## config.mk

```make
export PLATFORM = sky130hd
export DESIGN_NAME = switcher
export DESIGN_NICKNAME = d
export VERILOG_FILES = /design/src/rtl/switcher_pkg.sv /design/src/rtl/switcher_prescaler.sv /design/src/rtl/switcher.sv
export SDC_FILE = /design/constraint.sdc
export NUM_CORES = 1
export LEC_CHECK = 0
export CORE_AREA = 3 3 54 56
export CTS_CLUSTER_DIAMETER = 40
export DETAILED_ROUTE_END_ITERATION = 8
export DIE_AREA = 0 0 57 59
export PLACE_DENSITY = 0.71
export SYNTH_ARGS = -nofsm -noshare
export SYNTH_HDL_FRONTEND = slang
export SYNTH_HIERARCHICAL = 1
export SYNTH_SLANG_ARGS = --single-unit
```

## constraint.sdc

```tcl
create_clock -name clk -period 2.2 [get_ports clk]
set_input_delay 0.44 -clock clk [delete_from_list [all_inputs] [get_ports clk]]
set_output_delay 0.44 -clock clk [all_outputs]
set_load 0.05 [all_outputs]
```

## src/rtl/switcher_pkg.sv

```systemverilog
// Shared constants, digit-index type and enable decode for the display scanner.
// Latency: n/a (package only).
// Backpressure: n/a (no handshakes in this path).
package switcher_pkg;

    localparam int NUM_DIGITS    = 4;
    localparam int DEFAULT_DIV   = 40000;
    localparam int DEFAULT_BLANK = 2;

    typedef logic [1:0] dig_idx_t;

    // One enable per digit, bit 0 = D1. 'lit' is false during the blank gap,
    // so every digit sits at its inactive level then.
    function automatic logic [NUM_DIGITS-1:0] digit_decode(
        input dig_idx_t idx,
        input logic     lit,
        input logic     active_low
    );
        logic [NUM_DIGITS-1:0] onehot;
        onehot = '0;
        if (lit) begin
            onehot[idx] = 1'b1;
        end
        return onehot ^ {NUM_DIGITS{active_low}};
    endfunction

endpackage

```

## src/rtl/switcher_prescaler.sv

```systemverilog
// Slot counter: counts 0..DIV-1 and flags the last cycle of each digit slot.
// Latency: cnt_nxt and slot_end are combinational from the current count.
// Backpressure: none; 'en' simply freezes the count (held at 0 out of reset).
//
// Ports: clk, rst_n (async active-low), en (count enable),
//        cnt_nxt (count after this edge), slot_end (this edge closes the slot).
module switcher_prescaler
    import switcher_pkg::*;
#(
    parameter int DIV = DEFAULT_DIV
) (
    input  logic                    clk,
    input  logic                    rst_n,
    input  logic                    en,
    output logic [$clog2(DIV)-1:0]  cnt_nxt,
    output logic                    slot_end
);

    localparam int              CW   = $clog2(DIV);
    localparam logic [CW-1:0]   LAST = CW'(DIV - 1);

    logic [CW-1:0] cnt_q;
    logic [CW-1:0] cnt_d;

    always_comb begin
        slot_end = en && (cnt_q == LAST);
        cnt_d    = cnt_q;
        if (en) begin
            cnt_d = slot_end ? '0 : cnt_q + 1'b1;
        end
    end

    always_ff @(posedge clk or negedge rst_n) begin
        if (!rst_n) begin
            cnt_q <= '0;
        end else begin
            cnt_q <= cnt_d;
        end
    end

    // The top registers its outputs from the next state, so it needs cnt_d.
    assign cnt_nxt = cnt_d;

endmodule

```

## src/rtl/switcher.sv

```systemverilog
// Four-digit seven-segment scanner: rotates one digit enable per DIV-cycle slot.
// Latency: enables/sel are registered from the next-state decode (no comb path to pins).
// Backpressure: none; free-running whenever rst_n is high.
//
// Ports: clk, rst_n (async active-low), d1..d4 (digit enables, polarity set by
//        ACTIVE_LOW), sel (current digit index, 0 = d1, valid during blank too).
module switcher
    import switcher_pkg::*;
#(
    parameter int DIV        = DEFAULT_DIV,
    parameter int BLANK      = DEFAULT_BLANK,
    parameter bit ACTIVE_LOW = 1'b0
) (
    input  logic        clk,
    input  logic        rst_n,
    output logic        d1,
    output logic        d2,
    output logic        d3,
    output logic        d4,
    output logic [1:0]  sel
);

    localparam int CW = $clog2(DIV);

    // Enables seen while in reset: cnt = 0 and idx = 0, so D1 is lit only
    // when there is no blank gap.
    localparam logic [NUM_DIGITS-1:0] DIG_RST =
        digit_decode(2'd0, (BLANK == 0), ACTIVE_LOW);

    if ((DIV < 2) || (BLANK < 0) || (BLANK >= DIV)) begin : g_bad_params
        $fatal(1, "switcher: illegal parameters DIV=%0d BLANK=%0d", DIV, BLANK);
    end

    // Reset release is resynchronised: run_q is the first stage and the
    // counter/output registers it enables form the second, so the first
    // count happens on the second rising edge after rst_n rises.
    logic run_q;
    logic run_d;

    logic [CW-1:0]          cnt_nxt;
    logic                   slot_end;
    dig_idx_t               idx_q;
    dig_idx_t               idx_d;
    logic                   lit;
    logic [NUM_DIGITS-1:0]  dig_q;
    logic [NUM_DIGITS-1:0]  dig_d;

    switcher_prescaler #(
        .DIV      (DIV)
    ) u_prescaler (
        .clk      (clk),
        .rst_n    (rst_n),
        .en       (run_q),
        .cnt_nxt  (cnt_nxt),
        .slot_end (slot_end)
    );

    always_comb begin
        run_d = 1'b1;
        idx_d = slot_end ? idx_q + 2'd1 : idx_q;   // 3 wraps to 0 naturally
        lit   = (int'(cnt_nxt) >= BLANK);
        dig_d = digit_decode(idx_d, lit, ACTIVE_LOW);
    end

    always_ff @(posedge clk or negedge rst_n) begin
        if (!rst_n) begin
            run_q <= 1'b0;
            idx_q <= '0;
            dig_q <= DIG_RST;
        end else begin
            run_q <= run_d;
            idx_q <= idx_d;
            dig_q <= dig_d;
        end
    end

    assign d1  = dig_q[0];
    assign d2  = dig_q[1];
    assign d3  = dig_q[2];
    assign d4  = dig_q[3];
    assign sel = idx_q;

endmodule

```

==> key figures <==
Status
  – Status: finished, final reports clean

Floorplan
  – Die width: 57 um
  – Die height: 59 um
  – Die area: 0.00336 mm2
  – I/O pins: 8
  – Rows: 18
  – Core area: 0.00248 mm2
  – Initial core utilization: 43.0%

Setup path
  – Family with the most delay on the worst path: simple AND/OR/NAND/NOR gates
  – Crit path DAT: 2.27 ns
  – CP max FO: 5
  – Crit Path Category: register to register
  – R2R setup slack: 0.12 ns
  – Critical Path RT: 2.39 ns
  – CP cell instances: ha_4 -> nand4_4 -> nor2_4 -> and4b_2 -> buf_6 -> nor2_2 -> nor4_2 -> and4_4 -> nor3_1
  – Worst setup SP type: register
  – CP Buf/Inv Count: 1
  – Max incr delay on CP: 0.42 ns
  – Slowest-stage cell, CP: dfrtp_1
  – Critical Path End Type: register

Timing
  – Final Slew Violations: 0
  – Slew @ Worst Pin: 0.499 ns
  – Final Cycle Share: 94.7%
  – Final hold viol count: 0
  – RSZ-0062 raised after global routing: false
  – Post-Route Skew: 0.00612 ns
  – Sum Neg Setup Slack: 0 ns
  – Max Fclk: 480 MHz
  – Setup violators final: 0
  – Min Clock Period, post-route: 2.08 ns
  – Worst rel slew slack: 66.6%

Power
  – Pleak: 0.000579 uW
  – Switching portion of total power: 33.3%
  – Comb pwr share: 24.6%
  – VDD IR-drop max: 0.000410 V
  – Flop pwr share: 56.2%
  – P_sw: 328 uW
  – PwrDens: 730 mW/mm2
  – Clock power frac: 19.2%
  – P_int: 656 uW

Cells and area
  – Commonest non-fill, non-tap cell in the layout: dfrtp_1
  – Area grow syn2layout: 26.4%
  – Fillers: 207
  – Ant. Diodes: 0
  – Final instance area: 0.00135 mm2
  – Final nets: 116
  – Share of layout cells above drive strength 1: 27.7%
  – Most frequent cells in the layout: 22 x dfrtp_1, 9 x nand2_1, 9 x xnor2_1

Drt
  – WL/cell: 15.6 um
  – Vias per Instance: 5.32
  – First-pass detailed-route iteration total: 4
  – DRC Markers: 0
  – Vias: 756
  – Total routed wirelength: 2220 um
  – Initial drt markers: 20
  – Antenna-violating nets left: 0

Global route
  – M1 GR Usage: 17.1%
  – First-pass GRT wire length: 3560 um
  – Met3 usage: 3.49%
  – Met2 Use GR: 22.5%
  – Busiest grt layer: met2
  – Largest net degree at the start of global routing: 24
  – Gr usage total: 13.6%
  – Grt ovf: 0
  – Initial antenna violation count: 0
  – Vias in the first global route: 790

Synthesis
  – Syn nets: 98
  – Cell accounting for the most synthesized area: dfrtp_1
  – Avg Synthesized Cell Area: 11.2 um2
  – Distinct cell type count after synthesis: 27
  – Register area share after synthesis: 54.0%
  – Share of the synthesized area in the top cell type: 54.0%
  – Post-Synthesis Cells: 95
  – Area contributors post-synth: dfrtp_1 54%, xnor2_1 7.4%, xor2_1 4.1%
  – Yosys warnings: 6
  – #FFs+latches synth: 23
  – Synthesized area: 0.00107 mm2

Clock network
  – Clock sink total: 23
  – # hold bufs at CTS: 0
  – Post-CTS setup buffer count: 0
  – Clock Tree Root: clkbuf_4
  – CTS buffer count: 3
  – CTS tree: yes
  – Clk_lat worst skew: 0.30 ns
  – CTS H-tree lvls: 1
  – Clock transition at path regs: 0.12 ns
  – Max clock buf depth: 2
  – Resize count post-CTS: 0

Placed design
  – GP Congestion: 0.853
  – DP HPWL: 1550 um
  – Port-buffer cells: 7
  – Area post-placement: 0.00122 mm2

Worst hold path
  – Hold crit path type: input pin to async pin

Flow run
  – Max Cap Viol: 0
-- state kept, by name (all words and copies together), names as in the netlist --
name / cells
sel: 2
dig_q: 4
u_prescaler/cnt_q: 16
run_q: 1
-- per-layer routing --
layer  vias up  wire length [um]
met5         -                 0
met4         0                41
met3         4                31
met2         7              1170
met1       379               969
li1        366                 -
-- worst reg2reg max path, cell delays in order, from the launching register on --
cell,delay (ns)
dfrtp_1,0.42
ha_4,0.17
nand4_4,0.14
nor2_4,0.16
and4b_2,0.31
buf_6,0.13
nor2_2,0.05
nor4_2,0.26
and4_4,0.28
nor3_1,0.06
-- layout make-up --
cell class	count	area (um2)	share of cell area, %
Sequential cell	23	577	42.8
Inverter	1	3.75	0.279
Clock buffer	4	26.3	1.95
Tap cell	30	37.5	2.79
Multi-Input combinational cell	70	573	42.5
Timing Repair Buffer	14	130	9.66
-- cell families (layout without fill, tap and decap cells) --
group,after synthesis,count (layout),share of synthesized area [%]
AND/OR/NAND/NOR,50,50,27.8
flip-flops,23,23,54.0
XOR/XNOR,16,16,14.6
AO/OA/AOI/OAI,2,2,1.06
buffers and inverters,2,19,1.06
adder cells (fa/ha/maj),1,1,1.17
other,1,1,0.352
-- synthesized netlist by cell type --
cell / number
and3_1: 1
and4_1: 2
and4b_1: 1
buf_4: 1
conb_1: 1
dfrtp_1: 23
ha_1: 1
inv_1: 1
nand2_1: 9
nand2b_1: 2
nand3_1: 4
nand4_1: 4
nand4_2: 1
nor2_1: 9
nor2_2: 1
nor3_1: 4
nor3b_1: 2
nor4_1: 5
nor4_2: 3
nor4b_1: 1
o21ai_1: 1
o22ai_1: 1
or2_1: 1
xnor2_1: 9
xnor2_2: 1
xor2_1: 5
xor2_2: 1
-- through the flow --
step	total power, uW	instances	util [%]	hold WS (ns)	worst slack, ns
CTS	948	142	50.3	0.464	0.0565
detailed placement	756	138	49.2	0.537	0.0889
finish	984	142	54.4	0.466	0.118
global placement	751	138	49.2	0.527	0.0933
global route	1040	142	54.4	0.472	0.000401
floorplan	672	95	-	0.144	0.226
-- worst paths after layout --
check,startpoint,to,depth (start not counted)
max in group asynchronous,rst_n,run_q,2
worst min-delay path,rst_n,u_prescaler/cnt_q[8],2
min in group clk,sel[1],dig_q[1],1
worst max register to register,u_prescaler/cnt_q[1],dig_q[0],9
worst max-delay path,u_prescaler/cnt_q[1],dig_q[0],9
worst min register to register,sel[1],dig_q[1],1
-- power by group through the flow --
stage	Clock (uW)	Sequential (uW)	Combinational [uW]
6_report	189	553	242
5_1_grt	211	563	269
4_1_cts	199	537	212
3_5_place_dp	0	545	211
3_3_place_gp	0	543	208
2_1_floorplan	0	565	107
Note: power is estimated with default switching activity, not from simulation.
